**src/rtl/count_ctrl_pkg.sv**
```systemverilog
// Shared types and constants for the count_ctrl sequencing controller.
package count_ctrl_pkg;

   localparam int DEFAULT_WIDTH = 4;

   localparam logic UP = 1'b0;
   localparam logic DN = 1'b1;

   typedef enum logic [1:0] {
      IDLE  = 2'd0,
      RUN   = 2'd1,
      PAUSE = 2'd2
   } state_e;

endpackage

```
**src/rtl/count_ctrl_if.sv**
```systemverilog
// Command/status bundle between the control logic (master) and count_ctrl (slave).
interface count_ctrl_if
   import count_ctrl_pkg::*;
#(
   parameter int WIDTH = DEFAULT_WIDTH
) ();

   logic             start;
   logic             stop;
   logic             hold;
   logic             dir;
   logic             reload;
   logic [WIDTH-1:0] term;
   logic [WIDTH-1:0] count;
   logic             busy;
   logic             done;

   modport master (
      output start, stop, hold, dir, reload, term,
      input  count, busy, done
   );

   modport slave (
      input  start, stop, hold, dir, reload, term,
      output count, busy, done
   );

endinterface

```
**src/rtl/updown_count.sv**
```systemverilog
// WIDTH-bit count register with load / increment / decrement / hold and an endpoint compare.
module updown_count #(
   parameter int WIDTH = 4
) (
   input  logic             clk_i,
   input  logic             rst_ni,
   input  logic             load_i,
   input  logic [WIDTH-1:0] load_val_i,
   input  logic             inc_i,
   input  logic             dec_i,
   input  logic [WIDTH-1:0] end_val_i,
   output logic [WIDTH-1:0] count_o,
   output logic             at_end_o
);

   logic [WIDTH-1:0] count_q;
   logic [WIDTH-1:0] count_d;

   always_comb begin
      count_d = count_q;
      if (load_i) begin
         count_d = load_val_i;
      end else if (inc_i) begin
         count_d = count_q + WIDTH'(1);
      end else if (dec_i) begin
         count_d = count_q - WIDTH'(1);
      end
   end

   always_ff @(posedge clk_i or negedge rst_ni) begin
      if (!rst_ni) begin
         count_q <= '0;
      end else begin
         count_q <= count_d;
      end
   end

   assign count_o  = count_q;
   assign at_end_o = (count_q == end_val_i);

endmodule

```
**src/rtl/count_ctrl.sv**
```systemverilog
// Start/stop/hold sequencer driving an up/down counter to a latched terminal value,
// in one-shot or auto-reload mode, with a registered one-cycle done pulse.
module count_ctrl
   import count_ctrl_pkg::*;
#(
   parameter int WIDTH = DEFAULT_WIDTH
) (
   input  logic         clk_i,
   input  logic         rst_ni,
   count_ctrl_if.slave  ctrl_if
);

   localparam logic [WIDTH-1:0] ZERO = '0;

   state_e           state_q;
   logic             dir_q;
   logic             reload_q;
   logic [WIDTH-1:0] term_q;
   logic             done_q;

   logic             loadEn;
   logic [WIDTH-1:0] loadVal;
   logic             incEn;
   logic             decEn;
   logic             atEnd;
   logic             advance;
   logic [WIDTH-1:0] endVal;
   logic [WIDTH-1:0] startVal;
   logic [WIDTH-1:0] countVal;

   // Leaving PAUSE steps on the same edge as RUN would, so each hold cycle costs exactly one cycle.
   assign advance  = (state_q != IDLE) && !ctrl_if.stop && !ctrl_if.hold;
   assign endVal   = (dir_q == DN) ? ZERO : term_q;
   assign startVal = (dir_q == DN) ? term_q : ZERO;

   always_comb begin
      loadEn  = 1'b0;
      loadVal = startVal;
      incEn   = 1'b0;
      decEn   = 1'b0;
      if (state_q == IDLE) begin
         if (ctrl_if.start && !ctrl_if.stop) begin
            loadEn  = 1'b1;
            loadVal = (ctrl_if.dir == DN) ? ctrl_if.term : ZERO;
         end
      end else if (advance) begin
         if (atEnd) begin
            loadEn = reload_q;
         end else begin
            incEn = (dir_q == UP);
            decEn = (dir_q == DN);
         end
      end
   end

   updown_count #(
      .WIDTH (WIDTH)
   ) u_count (
      .clk_i      (clk_i),
      .rst_ni     (rst_ni),
      .load_i     (loadEn),
      .load_val_i (loadVal),
      .inc_i      (incEn),
      .dec_i      (decEn),
      .end_val_i  (endVal),
      .count_o    (countVal),
      .at_end_o   (atEnd)
   );

   always_ff @(posedge clk_i or negedge rst_ni) begin
      if (!rst_ni) begin
         state_q  <= IDLE;
         dir_q    <= UP;
         reload_q <= 1'b0;
         term_q   <= '0;
         done_q   <= 1'b0;
      end else begin
         done_q <= 1'b0;
         case (state_q)
            IDLE: begin
               if (ctrl_if.start && !ctrl_if.stop) begin
                  dir_q    <= ctrl_if.dir;
                  reload_q <= ctrl_if.reload;
                  term_q   <= ctrl_if.term;
                  state_q  <= RUN;
               end
            end
            RUN, PAUSE: begin
               if (ctrl_if.stop) begin
                  state_q <= IDLE;
               end else if (ctrl_if.hold) begin
                  state_q <= PAUSE;
               end else begin
                  state_q <= RUN;
                  if (atEnd) begin
                     done_q <= 1'b1;
                     if (!reload_q) begin
                        state_q <= IDLE;
                     end
                  end
               end
            end
            default: state_q <= IDLE;
         endcase
      end
   end

   assign ctrl_if.count = countVal;
   assign ctrl_if.busy  = (state_q != IDLE);
   assign ctrl_if.done  = done_q;

endmodule

```
**src/flat_wrapper.sv**
```systemverilog
// flat-port wrapper written by rule: the top's interface ports become plain ports
module count_ctrl_flat import count_ctrl_pkg::*;
#(
   parameter int WIDTH = DEFAULT_WIDTH
)
  (clk_i, rst_ni, ctrl_if_start, ctrl_if_stop, ctrl_if_hold, ctrl_if_dir, ctrl_if_reload, ctrl_if_term, ctrl_if_count, ctrl_if_busy, ctrl_if_done);
  count_ctrl_if #(.WIDTH(WIDTH)) ctrl_if_i ();
  input  logic clk_i;
  input  logic rst_ni;
  input wire logic [$bits(ctrl_if_i.start)-1:0] ctrl_if_start;
  input wire logic [$bits(ctrl_if_i.stop)-1:0] ctrl_if_stop;
  input wire logic [$bits(ctrl_if_i.hold)-1:0] ctrl_if_hold;
  input wire logic [$bits(ctrl_if_i.dir)-1:0] ctrl_if_dir;
  input wire logic [$bits(ctrl_if_i.reload)-1:0] ctrl_if_reload;
  input wire logic [$bits(ctrl_if_i.term)-1:0] ctrl_if_term;
  output wire logic [$bits(ctrl_if_i.count)-1:0] ctrl_if_count;
  output wire logic [$bits(ctrl_if_i.busy)-1:0] ctrl_if_busy;
  output wire logic [$bits(ctrl_if_i.done)-1:0] ctrl_if_done;
  assign ctrl_if_i.start = ctrl_if_start;
  assign ctrl_if_i.stop = ctrl_if_stop;
  assign ctrl_if_i.hold = ctrl_if_hold;
  assign ctrl_if_i.dir = ctrl_if_dir;
  assign ctrl_if_i.reload = ctrl_if_reload;
  assign ctrl_if_i.term = ctrl_if_term;
  assign ctrl_if_count = ctrl_if_i.count;
  assign ctrl_if_busy = ctrl_if_i.busy;
  assign ctrl_if_done = ctrl_if_i.done;
  count_ctrl #(.WIDTH(WIDTH)) u_core (.clk_i(clk_i), .rst_ni(rst_ni), .ctrl_if(ctrl_if_i));
endmodule
```
**config.mk**
```make
export PLATFORM = sky130hd
export DESIGN_NAME = count_ctrl_flat
export DESIGN_NICKNAME = d
export VERILOG_FILES = /design/src/rtl/count_ctrl_pkg.sv /design/src/rtl/count_ctrl_if.sv /design/src/rtl/updown_count.sv /design/src/rtl/count_ctrl.sv /design/src/flat_wrapper.sv
export SDC_FILE = /design/constraint.sdc
export NUM_CORES = 1
export LEC_CHECK = 0
export BUFFER_PORTS_ARGS = -buffer_cell sky130_fd_sc_hd__clkbuf_2
export CAP_MARGIN = 10
export CELL_PAD_IN_SITES_DETAIL_PLACEMENT = 0
export CELL_PAD_IN_SITES_GLOBAL_PLACEMENT = 2
export CORE_ASPECT_RATIO = 0.75
export CORE_MARGIN = 5
export CORE_UTILIZATION = 30
export DETAILED_ROUTE_END_ITERATION = 6
export GPL_TIMING_DRIVEN = 0
export PLACE_DENSITY = 0.76
export RECOVER_POWER = 100
export SLEW_MARGIN = 10
export SYNTH_ARGS = -nofsm -noshare
export SYNTH_HDL_FRONTEND = slang
export SYNTH_SLANG_ARGS = --single-unit
```
**constraint.sdc**
```tcl
create_clock -name clk_i -period 2.45 [get_ports clk_i]
set_input_delay 0.1225 -clock clk_i [delete_from_list [all_inputs] [get_ports clk_i]]
set_output_delay 0.1225 -clock clk_i [all_outputs]
set_load 0.05 [all_outputs]
```
Word-level counts from Yosys, hierarchy flattened
Cells that the tools add are included.
{ "classes": {"add_sub_neg": 2, "n_eq_ne": 4, "mux": 28, "n_bitwise": 1, "n_reduce_logical": 10} }
{ "op_table": {"columns": ["op", "n"], "rows": [
  ["4-bit 2-to-1 mux", 8],
  ["1-bit 2-to-1 mux", 15],
  ["2-bit 2-to-1 mux", 4],
  ["4-bit by 1-bit adder with 4-bit output, second input constant", 1],
  ["4-bit equality test", 1],
  ["2-bit case mux with 2 select lines", 1],
  ["4-bit by 1-bit subtractor with 4-bit output, second input constant", 1],
  ["1-bit logical AND", 3],
  ["3-bit nonzero test", 1],
  ["2-bit by 1-bit equality test with 1-bit output, second input constant", 1],
  ["2-bit equality test, second input constant", 1],
  ["1-bit zero test", 2],
  ["2-bit zero test", 1],
  ["2-bit != test, second input constant", 1],
  ["2-bit AND reduction", 1],
  ["2-bit nonzero test", 1],
  ["2-bit OR reduction", 1],
  ["1-bit NOT", 1]
]} }
{ "totals": {"ff_bits": 13, "in_bits": 11, "output_inout_bits": 6} }

Longest topological paths before layout
Gate-level depths: netlist (run 1).
{ "depth": {"ltp_word": 8, "depth_mapped": 12, "depth_no_buf": 10} }

Modules after synthesis
Synthesis (run 1) repeated with hierarchy kept, for this count alone.
{ "hier_totals": {"hier_cells": 94, "area_unflattened_um2": 899.6} }
{ "by_module_without_submodules": {"columns": ["mod", "instances", "cells_per_inst", "area_each_um2"], "rows": [
  ["count_ctrl", 1, 57, 558.0],
  ["updown_count", 1, 37, 341.6]
]} }

Worst setup path before layout (run 1)
Ideal clock, no wire load.
{ "synth_path": {"path_type": "reg2reg", "start": "register u_core.u_count.count_q[3] (netlist: u_core.u_count.count_o[3])", "end": "register u_core.u_count.count_q[3] (netlist: u_core.u_count.count_o[3])", "setup_time_ns": 0.069, "t_arrival_ns": 2.525, "required_ns": 2.381, "path_slack_ns": -0.144, "stages_incl_launch_ff": 13, "n_path_buf": 2, "synth_period_minus_slack_ns": 2.594, "path_cell_list": "dfrtp_1 -> buf_4 -> xnor2_1 -> and4b_1 -> o32ai_2 -> buf_6 -> nand3b_1 -> ha_1 -> a21o_1 -> a21oi_1 -> xnor2_1 -> nand3_1 -> nand3_1"} }
{ "synth_between": {"elab_chain_cells": 6, "elab_cells_between_ends": 16, "cone_classes": "2 x add/sub; 1 x eq/ne; 12 x mux; 1 x reduce/logical"} }
{ "synth_lines": {"columns": ["item", "line", "rtl"], "rows": [
  ["start, declared", "updown_count.sv:16", "logic [WIDTH-1:0] count_q;"],
  ["start signal, assigned", "updown_count.sv:34", "count_q <= count_d;"],
  ["4-bit equality test", "updown_count.sv:39", "assign at_end_o = (count_q == end_val_i);"],
  ["1-bit 2-to-1 mux", "count_ctrl.sv:47", "if (atEnd) begin"],
  ["1-bit 2-to-1 mux", "count_ctrl.sv:46", "end else if (advance) begin"],
  ["1-bit 2-to-1 mux", "count_ctrl.sv:41", "if (state_q == IDLE) begin"],
  ["4-bit 2-to-1 mux", "updown_count.sv:23", "end else if (inc_i) begin"],
  ["4-bit 2-to-1 mux", "updown_count.sv:21", "if (load_i) begin"]
]} }
Several ways; a longest one is shown, not always the timed one. The select of a mux whose other input is x is not followed.
A chain may end at the register's enable or synchronous reset.

Worst setup path in the final report (run 1)
Same ends and word-level chain as after synthesis.

==> results of run 1 <==
## through the flow
stage	TNS [ps]	power, uW	hold slack (ps)
floorplan	-30.9	1190	-173
global placement	-47.6	1390	54.7
detailed placement	-117	1410	51.8
CTS	0	1640	67.2
global route	0	1780	82.8
finish	0	1640	74.3
## worst reg2reg max path: cells and delay by family, from the launching register on
family | cells | cell delay (ps)
DFF | 1 | 450
xor gates and xnor gates | 2 | 270
AOI/OAI and AO/OA | 3 | 550
buffers and inverters | 1 | 140
adders and majority gates | 1 | 340
and+or+nand+nor | 4 | 500
## cells by family (layout without fill, tap and decap cells)
family,count (synthesis),count (layout),synth area share (%)
buf+inv,10,36,5.89
simple gates,48,48,26.4
fa+ha+maj,5,5,7.17
flops,13,13,33.3
compound gates,28,28,22.8
xor+xnor,5,5,4.48
## placed cells by master (no fill, tap or decap), types with 4 or more instances in the layout
cell,netlist,layout
buf_4,1,6
ha_1,4,4
dfrtp_1,13,11
nor2_1,4,4
nand2_1,22,22
clkbuf_1,1,9
inv_1,5,5
clkbuf_2,0,9
nand3b_1,4,4
a21oi_1,6,5
## final cells by class
class                      count  area, um2  area share, %
multi-input combinational     86        598           49.9
inverter                       5       18.8           1.57
sequential                    13        328           27.4
timing repair buffer          23        126           10.6
buffer                         4       31.3           2.61
tap                           40       50.0           4.18
clock buffer                   4       45.0           3.76
## final timing paths
check / end / cells past startpoint
hold / removal: u_core.reload_q$_DFFE_PN0P_ / 3
setup reg to reg: u_core.u_count.count_o[3]$_DFFE_PN0P_ / 11
max in group asynchronous: u_core.term_q[3]$_DFFE_PN0P_ / 2
min in group asynchronous: u_core.state_q[1]$_DFFE_PN0P_ / 2
hold reg to reg: u_core.term_q[3]$_DFFE_PN0P_ / 2
setup / recovery: u_core.u_count.count_o[3]$_DFFE_PN0P_ / 11
## report_power, final
part	leakage [uW]	internal, uW	total, uW	switching [uW]
clock	0.0000228	115	193	78.5
sequential	0.000161	314	475	161
combinational	0.000353	420	975	555
## registers in the layout, indices dropped and copies added (netlist names)
name                    cells
u_core.term_q               4
u_core.u_count.count_o      4
u_core.state_q              2
u_core.ctrl_if.done         1
u_core.dir_q                1
u_core.reload_q             1
## routing by layer
layer | vias up | routed length, um | global-route usage (%)
met3 | 2 | 111 | 4.10
met5 | - | 0 | 0
li1 | 448 | - | -
met1 | 430 | 1450 | 18.1
met4 | 0 | 23 | 3.05
met2 | 14 | 1110 | 18.0
## timing repair
item	CTS	global route
pin swaps	7	2
endpoints found under the setup margin	2	2
setup buffers	2	4
hold endpoints to repair	13	0
gates resized for setup	1	1
hold buffers	1	0
==> summary.md, run 1 <==
| Metric | Value |
|---|---|
| Status | finished clean |
| Cell area after synthesis | ~980 um2 |
| Clock Path Buffers | 2 |
| Critical-path cell list | xnor2_1, and4b_1, o32ai_2, buf_6, nand3b_1, ha_1, a21o_1, a21oi_2, xnor2_1, nand3_1, nand3_1 |
| CP Launch Point | u_core.u_count.count_o[3]$_DFFE_PN0P_ |
| I/O pins | 17 |
| Post-route setup slack | approximately 140 ps |
| DR DRC count | 0 |
| Crit Path Max Fanout | 7 |
| Crit-path max cell delay | around 450 ps |
| Synth Flop Type | dfrtp_1 |
| Cells after DPL | between 150 and 200 |
| HP Start | ctrl_if_reload |
| Worst setup SP type | register |
| Reg-to-reg slack, setup | between 100 and 150 ps |
| Crit path kind | register to register |
| Pins Over Slew Limit | 0 |
| Routed len/inst | between 15 and 20 um |
| Cell area after layout | around 1200 um2 |
| Yosys warnings | 0 |
| Pwr per Cell Area | approximately 1400 nW/um2 |
| Number of core rows | 18 |
| Static Leak | between 0.0005 and 0.0006 uW |
| Arr. time, crit path | 2490 ps |
| RSZ-0062 raised after global routing | false |
| HP Class | input port to register |
| Final Non-Filler Cells | around 180 |
| H-tree levels | 1 |
| Most instantiated library cell after synthesis | nand2_1 |
| Max_cap viols | 0 |
| Synth top area share | 33.3% |
| First-pass GRT wire length | approximately 4.4 mm |
| Core ar. | 3220 um2 |
| Delay-heaviest family, CP | compound AO/OA/AOI/OAI gates |
| Final period util | 94.4% |
| Fin crit period | between 2000 and 2500 ps |
| Die height | 59.4 um |
| Rel. slew slack | between 40% and 50% |
| Async set-reset flop share out of synthesis | 100% |
| Sequential fraction of the synthesis area | about a third |
| Clock transition at the registers of the reported paths | 60 ps |
| Layout Utilization | approximately 37% |
| GRT Total Usage | 12.6% |
| Die Area | 4510 um2 |
| Mean number of vias per cell | slightly above 5 |
| Placer Congestion | 0.740 |
| Starting Density | 30.3% |
| Final Setup Violations | 0 |
| Initial DRC count | 59 |
| CTS tree | done |
| CTS Root Cell | clkbuf_8 |
| Pin count of the biggest net entering global routing | 14 |
| Final Hold Fails | 0 |
| Area grow syn2layout | 22.5% |
| Syn_nets | ~130 |
| Worst slack, placed | -84.5 ps |
| Clock skew | between 2 and 2.5 ps |
| Final net count | between 150 and 200 |
| Antenna-violating nets left | 0 |
| Syn Area/Cell | between 8 and 9 um2 |
| Worst skew pair latency | about 240 ps |
| Reg2reg start | u_core.u_count.count_o[3]$_DFFE_PN0P_ |
| Max VDD drop | 0.408 mV |
| F_max | 432 MHz |
| Gr ovfl total | 0 |
| Synth area leaders | dfrtp_1 (33%), nand2_1 (8.5%), ha_1 (5.1%) |
| Ant. Diodes | 0 |
| Total CTS buffers | 3 |
| Layout cells sized above 1 | 24.4% |
| Slowest CP cell | dfrtp_2 |
| Worst-Margin Slew | between 700 and 800 ps |
| Post-synthesis register bit count | 13 |
| DRT Pass-1 Iters | 4 |
| Die W | 75.9 um |
| DP Area | 1110 um2 |
| Vias | 894 |
| Synth unique cells | between 40 and 50 |
| Top cells by instance count after synthesis | nand2_1 (22), dfrtp_1 (13), a21oi_1 (6) |
| Worst EP required | about 2600 ps |
| Buf+Inv Stages, Crit Path | 1 |
| Vias in the first global route | 866 |
| Antenna violations before repair | 0 |
| IO buf count | 16 |
| Post-DP HPWL | around 1.9 mm |
| Cells after synthesis | between 100 and 150 |
| Dominant cell type by area after synthesis | dfrtp_1 |
| Filler cells | roughly 350 |
| TritonCTS Sinks | 13 |
| EDFF count, synth | 0 |
| Final wirelength | ~2.7 mm |
| Critical Path End Type | register |
(Power assumes the default switching activity.)
==> run 2, diff against run 1 <==
--- a/config.mk
+++ b/config.mk
@@ -15,7 +15,7 @@
 export DETAILED_ROUTE_END_ITERATION = 6
 export GPL_TIMING_DRIVEN = 0
 export PLACE_DENSITY = 0.76
-export RECOVER_POWER = 100
+export RECOVER_POWER = 25
 export SLEW_MARGIN = 10
 export SYNTH_ARGS = -nofsm -noshare
 export SYNTH_HDL_FRONTEND = slang
==> summary.md, run 2 (synthesis results as in run 1) <==
| Metric | Value |
|---|---|
| Status | finished clean |
| Pins Over Slew Limit | 0 (unchanged) |
| Die Area | 4510 um2 (unchanged) |
| Area grow syn2layout | 23.3% |
| GRT Total Usage | 12.6% (unchanged) |
| GRT met3 Usage | 4.10% (unchanged) |
| Worst skew pair latency | 240 ps (about the same) |
| Initial DRC count | 59 (unchanged) |
| Reg-to-reg slack, setup | 140 ps (about the same) |
| Pwr per Cell Area | 1370 nW/um2 (about the same) |
| HP Class | input port to register |
| Ant. Diodes | 0 (unchanged) |
| Vias | 894 (unchanged) |
| DR DRC count | 0 (unchanged) |
| Worst-Margin Slew | 778 ps (-1.13 ps) |
| Reg2reg start | u_core.u_count.count_o[3]$_DFFE_PN0P_ |
| Number of core rows | 18 (unchanged) |
| Placer Congestion | 0.740 (unchanged) |
| CTS tree | done |
| R2r endpoint | u_core.u_count.count_o[3]$_DFFE_PN0P_ |
| Worst EP required | 2630 ps (about the same) |
| Rel. slew slack | 48.1% (+0.075 points) |
| Routed len/inst | 15.3 um (-0.44%) |
| Worst hold path cell count | 3 (unchanged) |
| Post-route setup slack | 138 ps (+0.572 ps) |
| Final wirelength | 2.69 mm (-0.44%) |
| Worst slack, placed | -84.5 ps (unchanged) |
| GR Util met2 | 18.0% (unchanged) |
| IO buf count | 16 (unchanged) |
| Final Setup Violations | 0 (unchanged) |
| Final setup TNS | 0 ps (unchanged) |
| Total CTS buffers | 3 (unchanged) |
| Min-Delay Endpoint | u_core.reload_q$_DFFE_PN0P_ |
| Clock Path Buffers | 2 (unchanged) |
| Clock transition at the registers of the reported paths | 60 ps (about the same) |
| Arr. time, crit path | 2490 ps (about the same) |
| Gr ovfl total | 0 (unchanged) |
| Crit path kind | register to register |
| Die height | 59.4 um (unchanged) |
| Final net count | 152 (unchanged) |
| Static Leak | 0.000555 uW (+3.5%) |
| Crit Path Max Fanout | 7 (unchanged) |
| DP Area | 1110 um2 (unchanged) |
| F_max | 432 MHz (about the same) |
| TritonCTS Sinks | 13 (unchanged) |
| Final Hold Fails | 0 (unchanged) |
| Most common cell after layout, fill and taps aside | nand2_1 |
| Starting Density | 30.3% (unchanged) |
| HP Start | ctrl_if_reload |
| H-tree levels | 1 (unchanged) |
| Critical Path End Type | register |
| Worst-case reg-to-reg path depth | 11 (unchanged) |
| Layout cells sized above 1 | 28.9% (+4.4 points) |
| Cell area after layout | 1200 um2 (+0.63%) |
| DRT Pass-1 Iters | 4 (unchanged) |
| Mean number of vias per cell | 5.11 (unchanged) |
| Max VDD drop | 0.408 mV (about the same) |
| Max_cap viols | 0 (unchanged) |
| RSZ-0062 raised after global routing | false |
| Clock skew | 2.40 ps (unchanged) |
| Die W | 75.9 um (unchanged) |
| First-pass GRT wire length | 4.40 mm (unchanged) |
| CTS Root Cell | clkbuf_8 |
| Worst setup SP type | register |
| Pin count of the biggest net entering global routing | 14 (unchanged) |
| Fin crit period | 2310 ps (-0.572 ps) |
| Most frequent cells in the layout | nand2_1 (22), clkbuf_2 (15), dfrtp_1 (11) |
| Antenna violations before repair | 0 (unchanged) |
| Core ar. | 3220 um2 (unchanged) |
| Most Crowded Layer GR | met1 |
| Filler cells | 345 (-0.29%) |
| Vias in the first global route | 866 (unchanged) |
| I/O pins | 17 (unchanged) |
| Met1 Use GR | 18.1% (unchanged) |
| Post-DP HPWL | 1.91 mm (unchanged) |
| Final period util | 94.4% (about the same) |
| Antenna-violating nets left | 0 (unchanged) |
[run 2: cell counts in the layout (fill, tap and decap cells not counted)]
Identical to the previous run, type by type.
[run 2: cell type report]
cell class                      count  area [um2]  share of cell area, %
Sequential cell                    13         328                   27.2
Clock buffer                        4        45.0                   3.74
Timing Repair Buffer               23         134                   11.1
Inverter                            5        18.8                   1.56
Tap cell                           40        50.0                   4.15
Buffer                              4        31.3                   2.60
Multi-Input combinational cell     86         598                   49.6
[run 2: repair_timing]
item | CTS | global route
gates resized for setup | 1 | 1
buffers inserted | 2 | 4
endpoints found under the setup margin | 2 | 2
pin swaps | 7 | 2
hold endpoints to repair | 13 | 0
hold buffers | 1 | 0
[run 2: how the worst max path moves through the flow]
stage          slack [ps]  cells past startpoint                                     to                                   from
3_5_place_dp          -80                     12  u_core.u_count.count_o[3]$_DFFE_PN0P_  u_core.u_count.count_o[3]$_DFFE_PN0P_
3_3_place_gp          -40                     12  u_core.u_count.count_o[3]$_DFFE_PN0P_  u_core.u_count.count_o[3]$_DFFE_PN0P_
2_1_floorplan         -30                     12  u_core.u_count.count_o[3]$_DFFE_PN0P_  u_core.u_count.count_o[3]$_DFFE_PN0P_
5_1_grt                10                     11  u_core.u_count.count_o[3]$_DFFE_PN0P_  u_core.u_count.count_o[3]$_DFFE_PN0P_
4_1_cts                20                     11  u_core.u_count.count_o[3]$_DFFE_PN0P_  u_core.u_count.count_o[3]$_DFFE_PN0P_
6_report              140                     11  u_core.u_count.count_o[3]$_DFFE_PN0P_  u_core.u_count.count_o[3]$_DFFE_PN0P_
[run 2: stage by stage]
stage          total power, uW  hold slack (ps)  cells  util (%)
2_1_floorplan             1190             -173    109         -
3_3_place_gp              1390             54.7    165      34.5
3_5_place_dp              1410             51.8    165      34.5
4_1_cts                   1640             67.2    171      36.5
5_1_grt                   1790             82.8    175      37.4
6_report                  1650             74.3    175      37.4
[run 2: report_power, final]
group	total, uW	internal [uW]	switching [uW]
Sequential	475	314	161
Combinational	985	430	555
Clock	193	115	78.5
Total	1650	859	794
[run 2: critical path, cell delays in order, from the launching register on]
cell      delay [ps]
dfrtp_2          450
xnor2_1          140
and4b_1          180
o32ai_2          260
buf_6            140
nand3b_1         140
ha_1             340
a21o_1           160
a21oi_2          130
xnor2_1          130
nand3_1           90
nand3_1           90
[run 2: routing by layer]
metal	share of wire [%]	routed length [um]	vias to the layer above
li1	-	-	448
met1	54	1450	430
met2	41	1110	14
met3	3.9	106	2
met4	0.86	23	0
met5	0	0	-
==> run 3, diff against run 2 <==
--- a/config.mk
+++ b/config.mk
@@ -11,12 +11,13 @@
 export CELL_PAD_IN_SITES_GLOBAL_PLACEMENT = 2
 export CORE_ASPECT_RATIO = 0.75
 export CORE_MARGIN = 5
-export CORE_UTILIZATION = 30
+export CORE_UTILIZATION = 29
 export DETAILED_ROUTE_END_ITERATION = 6
 export GPL_TIMING_DRIVEN = 0
-export PLACE_DENSITY = 0.76
+export PLACE_DENSITY = 0.74
 export RECOVER_POWER = 25
 export SLEW_MARGIN = 10
 export SYNTH_ARGS = -nofsm -noshare
 export SYNTH_HDL_FRONTEND = slang
+export SYNTH_HIERARCHICAL = 1
 export SYNTH_SLANG_ARGS = --single-unit
==> summary.md, run 3 <==
| Metric | Value |
|---|---|
| Gr ovfl total | 0 (unchanged) |
| IO buf count | 16 (unchanged) |
| Total CTS buffers | 3 (unchanged) |
| Vias in the first global route | 724 (-16%) |
| Final wirelength | 1.98 mm (-26%) |
| Final period util | 94.0% (-0.36 points) |
| Sequential fraction of the synthesis area | 36.2% (+2.9 points) |
| Filler cells | 318 (-7.8%) |
| GRT Total Usage | 10.4% (-2.2 points) |
| Register area | 327 um2 (-0.38%) |
| Clock Path Buffers | 2 (unchanged) |
| DR DRC count | 0 (unchanged) |
| Crit path kind | register to register |
| RSZ-0062 raised after global routing | false |
| Number of core rows | 17 (-1) |
| Most instantiated library cell after synthesis | dfrtp_1 |
| Clock transition at the registers of the reported paths | 60 ps (about the same) |
| Area grow syn2layout | 30.5% |
| Pwr per Cell Area | 1310 nW/um2 (-4.9%) |
| Mean number of vias per cell | 4.60 (-9.9%) |
| Status | finished clean |
| First-pass GRT wire length | 3.38 mm (-23%) |
| Worst EP required | 2560 ps (-70 ps) |
| Starting Density | 30.4% (+0.086 points) |
| Vias | 732 (-18%) |
| Top cells by instance count after synthesis | dfrtp_1 (13), nand2_1 (10), nor2_1 (7) |
| Clock skew | 1.73 ps (-0.670 ps) |
| Synth Flop Type | dfrtp_1 |
| Static Leak | 0.000553 uW (-0.51%) |
| Max_cap viols | 0 (unchanged) |
| HP Class | input port to register |
| Die W | 74.3 um (-2.1%) |
| Routed len/inst | 12.4 um (-19%) |
| CP Capture Point | u_core/u_count/count_o[3]$_DFFE_PN0P_ |
| Post-DP HPWL | 1.54 mm (-19%) |
| TritonCTS Sinks | 13 (unchanged) |
| Rel. slew slack | 48.4% (+0.26 points) |
| Cells after DPL | 148 (-10%) |
| I/O pins | 17 (unchanged) |
| Initial DRC count | 27 (-54%) |
| Antenna-violating nets left | 0 (unchanged) |
| Syn_nets | 110 (-12%) |
| Critical Path End Type | register |
| Die Area | 4330 um2 (-4.1%) |
| EDFF count, synth | 0 (unchanged) |
| CTS Root Cell | clkbuf_8 |
| Dominant cell type by area after synthesis | dfrtp_1 |
| DRT Pass-1 Iters | 4 (unchanged) |
| Cell area after synthesis | 900 um2 (-7.9%) |
| Final Hold Fails | 0 (unchanged) |
| Die height | 58.2 um (-2.0%) |
| Worst setup SP type | register |
| Async set-reset flop share out of synthesis | 100% (unchanged) |
| Placer Congestion | 0.749 (+1.3%) |
| Crit Path Max Fanout | 10 (+3) |
| Worst skew pair latency | 240 ps (about the same) |
| Synth top area share | 36.2% (+2.9 points) |
| Final Non-Filler Cells | 159 (-9.1%) |
| Syn Area/Cell | 9.57 um2 (+6.8%) |
| CTS tree | done |
| Most frequent cells in the layout | clkbuf_2 (15), dfrtp_1 (12), nand2_1 (10) |
| Yosys warnings | 6 (+6) |
| Synth area leaders | dfrtp_1 (36%), xor2_1 (5.8%), ha_1 (5.6%) |
| Ant. Diodes | 0 (unchanged) |
| Final net count | 138 (-9.2%) |
| Core ar. | 2960 um2 (-8.2%) |
| R2r endpoint | u_core/u_count/count_o[3]$_DFFE_PN0P_ |
| Arr. time, crit path | 2410 ps (-80 ps) |
| Pin count of the biggest net entering global routing | 14 (unchanged) |
| Reg-to-reg slack, setup | 150 ps (about the same) |
| F_max | 434 MHz (+0.38%) |
| Post-synthesis register bit count | 13 (unchanged) |
| Worst-case reg-to-reg path depth | 14 (+3) |
| Max VDD drop | 0.495 mV (+21%) |
| Reg2reg start | u_core/dir_q$_DFFE_PN0P_ |
| Layout Utilization | 39.7% (+2.3 points) |
| Cells after synthesis | 94 (-14%) |
| Layout cells sized above 1 | 37.2% (+8.3 points) |
| Fin crit period | 2300 ps (-8.71 ps) |
| Footprint of the multi-input gates | 557 um2 (-6.9%) |
| Antenna violations before repair | 0 (unchanged) |
| Most common cell after layout, fill and taps aside | clkbuf_2 |
| Final Setup Violations | 0 (unchanged) |
| Synth unique cells | 33 (-23%) |
| H-tree levels | 1 (unchanged) |
| Worst-Margin Slew | 774 ps (-3.84 ps) |
| Final setup TNS | 0 ps (unchanged) |
| CP Launch Point | u_core/dir_q$_DFFE_PN0P_ |
| Pins Over Slew Limit | 0 (unchanged) |
==> run 3: cells by family after synthesis <==
kind of cell / Yosys count / share of synthesized area, %
mux: 9 / 11.7
fa+ha+maj: 5 / 7.79
flops: 13 / 36.2
buf+inv: 9 / 5.98
compound gates: 15 / 10.7
simple gates: 37 / 21.8
xor+xnor: 6 / 5.84
==> run 3: report_power, final <==
group	leakage (uW)	switching [uW]	internal, uW
clock network	0.0000255	79.7	112
logic	0.000366	505	433
registers	0.000161	90.4	311
total	0.000553	675	857
==> run 3: layer usage <==
layer,wire length (um),global-route usage [%],vias to the layer above
met5,0,0,-
met4,12,2.28,0
met2,840,14.6,18
li1,-,-,385
met1,1030,15.0,327
met3,98,3.81,2
==> run 3: through the flow <==
stage | setup slack (ps) | cell area [um2] | power (uW) | hold slack, ps
CTS | 1.69 | 1130 | 1490 | 109
global placement | -271 | 1030 | 1180 | 53.4
finish | 147 | 1170 | 1530 | 118
floorplan | 8.28 | 907 | 1020 | -173
global route | 4.07 | 1170 | 1670 | 115
detailed placement | -317 | 1030 | 1190 | 56.7
==> run 3: cell type report <==
class	count	area share, %
plain buffers	4	3.52
clock buffers	3	3.52
well taps	38	4.05
multi-input cells	72	47.4
clock inverters	1	0.426
flip-flops and latches	13	27.8
inverters	5	1.81
repair buffers	23	11.4
==> run 3: worst min-delay path by stage <==
stage	from	end	cells past startpoint
finish	ctrl_if_reload	u_core/reload_q$_DFFE_PN0P_	2
detailed placement	rst_ni	u_core/state_q[1]$_DFFE_PN0P_	1
global placement	rst_ni	u_core/state_q[1]$_DFFE_PN0P_	1
CTS	ctrl_if_reload	u_core/reload_q$_DFFE_PN0P_	2
global route	ctrl_if_reload	u_core/reload_q$_DFFE_PN0P_	2
floorplan	rst_ni	u_core/ctrl_if.done$_DFF_PN0_	0
==> run 3: repair_timing <==
| action | CTS | global route |
|---|---|---|
| endpoints found under the hold margin | 13 | 0 |
| setup buffers | 4 | 2 |
| hold buffers | 1 | 0 |
| gates resized for setup | 4 | 10 |
| pin swaps | 2 | 3 |
| setup endpoints to repair | 3 | 3 |
==> run 3: worst max-delay path, stage by stage, from the launching register on <==
cell and delay [ps]:
dfrtp_1 370, buf_4 170, nor2b_2 120, xor2_1 80, nor4_2 350, buf_4 170
buf_4 90, buf_4 90, buf_4 90, a32oi_1 80, nor2_1 140, buf_4 150
nor3b_1 50, o2bb2ai_1 120, o2111ai_1 120
